File: src/rtl/sym_packer.sv
// sym_packer: packs SYM_W-bit symbols into SYMS_PER_WORD-symbol words and
// queues completed or flushed words in a small FIFO for a valid/ready sink.
module sym_packer #(
    parameter int SYM_W         = 2,
    parameter int SYMS_PER_WORD = 4,
    parameter int DEPTH         = 2,
    localparam int W            = SYM_W * SYMS_PER_WORD,
    localparam int LEN_W        = $clog2(SYMS_PER_WORD + 1)
) (
    input  logic             real_clk,
    input  logic             real_rst,
    input  logic             in_valid,
    output logic             in_ready,
    input  logic [SYM_W-1:0] in_sym,
    input  logic             flush,
    output logic             flush_ack,
    output logic             out_valid,
    input  logic             out_ready,
    output logic [W-1:0]     out_word,
    output logic [LEN_W-1:0] out_len
);

    localparam int CNT_W = $clog2(SYMS_PER_WORD);
    localparam int AW    = $clog2(DEPTH);
    localparam int PW    = AW + 1;
    localparam logic [CNT_W-1:0] LAST     = CNT_W'(SYMS_PER_WORD - 1);
    localparam logic [LEN_W-1:0] FULL_LEN = LEN_W'(SYMS_PER_WORD);

    logic [W-1:0]     acc_q, acc_d;
    logic [CNT_W-1:0] cnt_q, cnt_d;
    logic [PW-1:0]    wr_ptr_q, wr_ptr_d;
    logic [PW-1:0]    rd_ptr_q, rd_ptr_d;
    logic [W-1:0]     mem_word_q [DEPTH];
    logic [W-1:0]     mem_word_d [DEPTH];
    logic [LEN_W-1:0] mem_len_q [DEPTH];
    logic [LEN_W-1:0] mem_len_d [DEPTH];

    logic             full, empty, pop, can_push, last;
    logic             acc_en, full_push, push;
    logic [W-1:0]     push_word;
    logic [LEN_W-1:0] push_len;

    assign full = (wr_ptr_q[AW] != rd_ptr_q[AW]) &&
                  (wr_ptr_q[AW-1:0] == rd_ptr_q[AW-1:0]);
    assign empty     = (wr_ptr_q == rd_ptr_q);
    assign out_valid = ~empty;
    assign pop       = out_valid & out_ready;
    // A pop frees the slot the same cycle, so a full FIFO can still take a push
    assign can_push  = ~full | pop;
    assign last      = (cnt_q == LAST);
    assign in_ready  = ~last | can_push;
    assign acc_en    = in_valid & in_ready;
    assign flush_ack = flush & can_push & ((cnt_q != '0) | acc_en);
    assign full_push = acc_en & last;
    assign push      = full_push | flush_ack;

    assign out_word = mem_word_q[rd_ptr_q[AW-1:0]];
    assign out_len  = mem_len_q[rd_ptr_q[AW-1:0]];

    always_comb begin
        push_word = acc_q;
        if (acc_en) begin
            push_word[cnt_q*SYM_W +: SYM_W] = in_sym;
        end
        push_len = full_push ? FULL_LEN
                             : LEN_W'(cnt_q) + LEN_W'(acc_en);
    end

    always_comb begin
        acc_d     = acc_q;
        cnt_d     = cnt_q;
        mem_word_d = mem_word_q;
        mem_len_d  = mem_len_q;
        wr_ptr_d  = wr_ptr_q + PW'(push);
        rd_ptr_d  = rd_ptr_q + PW'(pop);
        if (push) begin
            acc_d = '0;
            cnt_d = '0;
            mem_word_d[wr_ptr_q[AW-1:0]] = push_word;
            mem_len_d[wr_ptr_q[AW-1:0]]  = push_len;
        end else if (acc_en) begin
            acc_d = push_word;
            cnt_d = cnt_q + 1'b1;
        end
    end

    always_ff @(posedge real_clk or posedge real_rst) begin
        if (real_rst) begin
            acc_q      <= '0;
            cnt_q      <= '0;
            wr_ptr_q   <= '0;
            rd_ptr_q   <= '0;
            mem_word_q <= '{default: '0};
            mem_len_q  <= '{default: '0};
        end else begin
            acc_q      <= acc_d;
            cnt_q      <= cnt_d;
            wr_ptr_q   <= wr_ptr_d;
            rd_ptr_q   <= rd_ptr_d;
            mem_word_q <= mem_word_d;
            mem_len_q  <= mem_len_d;
        end
    end

endmodule

File: config.mk
export PLATFORM = sky130hd
export DESIGN_NAME = sym_packer
export DESIGN_NICKNAME = d
export VERILOG_FILES = /design/src/rtl/sym_packer.sv
export SDC_FILE = /design/constraint.sdc
export NUM_CORES = 1
export LEC_CHECK = 0
export ABC_AREA = 0
export CAP_MARGIN = 10
export CORE_ASPECT_RATIO = 1.5
export CORE_MARGIN = 2
export CORE_UTILIZATION = 35
export DETAILED_ROUTE_END_ITERATION = 10
export GPL_ROUTABILITY_DRIVEN = 1
export SYNTH_ARGS = -nofsm -noshare
export SYNTH_HDL_FRONTEND = slang
export SYNTH_SLANG_ARGS = --single-unit
File: constraint.sdc
create_clock -name real_clk -period 2.1 [get_ports real_clk]
set_input_delay 0.42 -clock real_clk [delete_from_list [all_inputs] [get_ports real_clk]]
set_output_delay 0.42 -clock real_clk [all_outputs]
set_load 0.01 [all_outputs]
# --- After elaboration in Yosys (flattened, before gate mapping) ---
# Index checks and enable logic that the tools add are counted.
totals:
  register_bits: 36
  in_bits: 7
  out_inout_bits: 14
  wordCells: 59
op_classes:
  addsub: 5
  order_cmp: 3
  eq_ne: 4
  n_shift: 2
  n_mux: 19
  bitwise: 14
  reduce_logical: 4
ops:
  columns: ["op", "n"]
  rows:
  - ["2-to-1 mux 8 bit", 7]
  - ["negation 3 -> 34 bit", 1]
  - ["variable shift 2 x 34 -> 8 bit (first input constant)", 1]
  - ["indexed part select 2 x 34 -> 8 bit", 1]
  - ["bitwise mux 16 bit", 1]
  - ["2-to-1 mux 3 bit", 5]
  - ["bitwise mux 8 bit", 1]
  - ["demux 8 bit (select 1 bit)", 1]
  - ["bitwise mux 6 bit", 1]
  - ["AND 1 bit", 5]
  - ["adder 2 x 1 -> 2 bit", 2]
  - ["greater-or-equal comparator 2 bit (second input constant)", 2]
  - ["2-to-1 mux 2 bit", 2]
  - ["inverter 1 -> 2 bit", 2]
  - ["bitwise OR 1 bit", 4]
  - ["nonzero test 2 bit", 2]
  - ["adder 2 x 1 -> 3 bit", 1]
  - ["demux 3 bit (select 1 bit)", 1]
  - ["inverter 1 bit", 3]
  - ["adder 2 x 1 -> 2 bit (second input constant)", 1]
  - ["equality test 2 bit", 1]
  - ["equality test 2 bit (second input constant)", 1]
  - ["logical AND 1 bit", 2]
  - ["less-than comparator 2 x 1 -> 1 bit (second input constant)", 1]
  - ["other kinds (2)", 2]

# --- Longest topological paths before layout ---
depth:
  depth_word: 10
  depth_mapped: 9
  ltp_nobuf: 7

# --- Worst setup path before layout ---
# OpenSTA, ideal clock, no wires.
synth_path:
  path_type: "reg2reg"
  from: "register cnt_q[0]"
  to: "register mem_len_q[0] (netlist name)"
  setup_ns: 0.136
  arrival_ns: 1.879
  t_required_ns: 1.964
  path_slack_ns: 0.085
  stages_incl_launch_ff: 8
  n_path_buf: 1
  synth_period_minus_slack_ns: 2.015
  path_cell_list: "dfrtp_1 -> inv_1 -> ha_1 -> nand2b_1 -> a21oi_1 -> ha_1 -> clkbuf_1 -> o21ai_0"
synth_between:
  elab_chain_len: 7
synth_rtl:
  columns: ["element", "line_no", "rtl"]
  rows:
  - ["from (decl)", "30", "logic [CNT_W-1:0] cnt_q, cnt_d;"]
  - ["from (signal assigned)", "97", "cnt_q <= cnt_d;"]
  - ["equality test 2 bit", "50", "assign last = (cnt_q == LAST);"]
  - ["inverter 1 bit", "51", "assign in_ready = ~last | can_push;"]
  - ["bitwise OR 1 bit", "51", null]
  - ["AND 1 bit", "52", "assign acc_en = in_valid & in_ready;"]
  - ["adder 2 x 1 -> 3 bit, or another cell as far along", "66", ": LEN_W'(cnt_q) + LEN_W'(acc_en);"]
  - ["2-to-1 mux 3 bit or AND 1 bit (tied branches)", "65, 53", null]
  - ["bitwise mux 6 bit or bitwise OR 1 bit (tied branches)", "80, 55", null]
  - ["to (signal assigned)", "101", "mem_len_q <= mem_len_d;"]
  - ["to (decl)", "35", "logic [LEN_W-1:0] mem_len_q [DEPTH];"]
# Several ways; a longest one is shown, not always the timed one.
# A chain may end at the register's enable or synchronous reset.

# --- Final worst setup path ---
layout_path:
  from: "register rd_ptr_q[1]"
  to: "output port out_valid"
layout_between:
  elab_chain_len: 2
layout_rtl:
  columns: ["element", "line_no", "rtl"]
  rows:
  - ["from (decl)", "32", "logic [PW-1:0] rd_ptr_q, rd_ptr_d;"]
  - ["from (signal assigned)", "99", "rd_ptr_q <= rd_ptr_d;"]
  - ["equality test 2 bit", "45", "assign empty = (wr_ptr_q == rd_ptr_q);"]
  - ["inverter 1 bit", "46", "assign out_valid = ~empty;"]
  - ["to (decl)", "17", "output logic out_valid,"]
# No other way between the ends.

==> impl_metrics.py <==
metrics = {
    "die": {
        "coreArea_um2": 5160,
        "start_util_pct": 36.7,
        "die_h_um": 94.1,
        "die_area_um2": 6030,
        "die_x_um": 64.1,
        "io_pins": 21,
        "rows": 32,
    },
    "cells_and_area": {
        "n_fill_cell": 471,
        "final_core_util_pct": 47.1,
        "final-instance-count-excl-fill": 278,
        "design_area_um2": 2430,
        "antenna_cells": 0,
        "final_nets": 227,
        "syn_to_final_growth_pct": 28.5,
        "layout-drive-gt1-share_pct": 24.3,
    },
    "worst_setup_path": {
        "worst-r2r-setup-slack_ns": 0.20,
        "end_kind": "output port",
        "start_kind": "flip-flop",
        "crit_type": "flip-flop to output port",
        "path_max_fanout": 3,
        "arrival_ns": 1.58,
        "crit_slowest_cell": "clkdlybuf4s50_1",
        "cp_top_family": "buffers and inverters",
        "critPathMaxStageDelay_ns": 0.49,
        "required_ns": 1.68,
        "cp_num_buf_inv": 1,
        "reg2reg_to": "mem_word_q[3]",
        "r2r_start": "cnt_q[1]",
        "r2r_cells": 9,
        "crit_chain": "xnor2_2 -> nand2_1 -> clkdlybuf4s50_1",
    },
    "power": {
        "cellPowerDensity_nw_per_um2": 1520,
        "power.leakage_nw": 1.07,
        "ir_drop_mv": 0.770,
        "finalPower_mw": 3.70,
    },
    "drt": {
        "postRouteAntennaNets": 0,
        "drc": 0,
        "wl_per_cell_um": 13.5,
        "num_vias": 1354,
        "wirelength_um": 3750,
        "viasPerCell": 4.87,
        "dr.first_iter.drc_count": 36,
        "dr.pass1.iters": 4,
    },
    "yosys": {
        "yosys_warnings": 0,
        "synthArstFlopShare_pct": 100,
        "synth_top_area_share_pct": 47.6,
        "synth_common_cells": "dfrtp_1, a21oi_1, nor2_1",
        "yosys.area.top_type": "dfrtp_1",
        "ys_types": 28,
        "synth_edf_count": 0,
        "synth_seq_cells": 36,
        "syn_avg_cell_area_um2": 11.1,
        "synth.area.top_cells": "dfrtp_1, ha_1, a21oi_1",
        "netlist_area_um2": 1890,
        "syn_nets": 189,
        "synth_cells": 171,
        "ys_seq_area_share_pct": 47.6,
        "synthFlopType": "dfrtp_1",
        "synth.most_common_cell": "dfrtp_1",
    },
    "clock_tree": {
        "clkTransAtPathRegs_ns": 0.08,
        "ctsHoldBuffers": 0,
        "cts_tree": "built",
        "cts_sinks": 36,
        "cts_root_buf": "clkbuf_8",
        "htree_levels": 2,
        "cts_buffers": 5,
        "clockBufferDepth": 2,
        "clk_latency_ns": 0.30,
    },
    "sta": {
        "fin_tns_setup_ns": 0,
        "hold_viol": 0,
        "clock.fmax_ghz": 0.500,
        "hold_ws_ns": 0.492,
        "fin_crit_ns": 2.00,
        "fin_skew_ns": 0.00905,
        "drv_slew": 0,
        "fin_crit_sh_pct": 95.3,
        "grt_setup_unrepaired": "no",
        "max_slew_margin_pct": 69.4,
        "finalSetupViolations": 0,
        "layout_setup_ws_ns": 0.0985,
        "worst_pin_slew_ns": 0.459,
    },
    "place": {
        "routabilityCongestion": 0.706,
        "io_buffer_count": 20,
        "hpwl_um": 2750,
        "post-place-ws_ns": -0.118,
        "postPlaceCellArea_um2": 2310,
        "dp.cells": 268,
    },
    "global_route": {
        "antenna_found_initial": 0,
        "grtUsageTotal_pct": 14.3,
        "grt_max_degree": 37,
        "grt_pass1_wl_um": 6490,
        "grt_remaining_overflow": 0,
        "grt_pass1_vias": 1331,
    },
    "job": {
        "drv_cap": 0,
    },
    "worst_hold_path": {
        "min_from": "acc_q[6]",
        "min_path_cells": 1,
        "hold_class": "flip-flop to flip-flop",
        "holdPathEnd": "acc_q[6]",
    },
    "status": {
        "outcome": "finished clean",
    },
}
[per-layer routing]
layer  share of wire (%)  global-route usage [%]
met5                   0                       0
met4                 2.3                    7.07
met3                 3.4                    3.48
met1                  47                    19.3
met2                  47                    21.2
[registers in the layout (all words and copies together) (netlist names)]
signal and count:
mem_word_q 16, cnt_q 2, acc_q 8, rd_ptr_q 2, wr_ptr_q 2, mem_len_q 6
[cells in the final DEF (no fill, tap or decap), drive strengths merged, types with 7 or more instances in the layout]
master	n
nor2	20
inv	11
ha	11
buf	18
a21oi	21
o2bb2ai	9
dfrtp	36
mux2	9
clkdlybuf4s50	7
o21ai	8
nand2	9
dlygate4sd2	12
a32oi	8
[power by group]
part	internal [mW]	switching (mW)
Clock	0.352	0.246
Combinational	0.981	0.946
Sequential	0.987	0.187
[repair_timing]
| action | CTS | global route |
|---|---|---|
| resized for setup | 16 | 2 |
| endpoints found under the setup margin | 13 | 3 |
| pin swaps | 0 | 2 |
| setup buffers | 1 | 1 |
[area by class of cell]
type | count | area, um^2 | share of cell area [%]
clock buffer | 6 | 72.6 | 2.98
clock inverter | 2 | 35.0 | 1.44
inverter | 11 | 41.3 | 1.70
multi-input combinational | 117 | 922 | 37.9
sequential | 36 | 903 | 37.1
tap | 68 | 85.1 | 3.50
timing repair buffer | 38 | 373 | 15.3
[worst max path at each step]
stage                 from      endpoint  slack (ns)  depth (start not counted)
5_1_grt        rd_ptr_q[1]     out_valid       0.009                          3
4_1_cts        rd_ptr_q[0]    out_len[0]       0.003                          3
3_5_place_dp     out_ready     flush_ack       -0.12                          5
6_report       rd_ptr_q[1]     out_valid         0.1                          3
2_1_floorplan     cnt_q[0]  mem_len_q[0]        0.08                          7
3_3_place_gp     out_ready     flush_ack       -0.11                          5
[cells by family after synthesis]
| logic type | share of synthesized area (%) |
|---|---|
| AO/OA/AOI/OAI | 20.6 |
| AND/OR/NAND/NOR | 10.6 |
| flip-flops | 47.6 |
| buffers and inverters | 4.36 |
| adder cells (fa/ha/maj) | 7.27 |
| multiplexers | 5.35 |
| XOR/XNOR | 4.16 |
No activity file was read; power rests on OpenSTA's default activity.
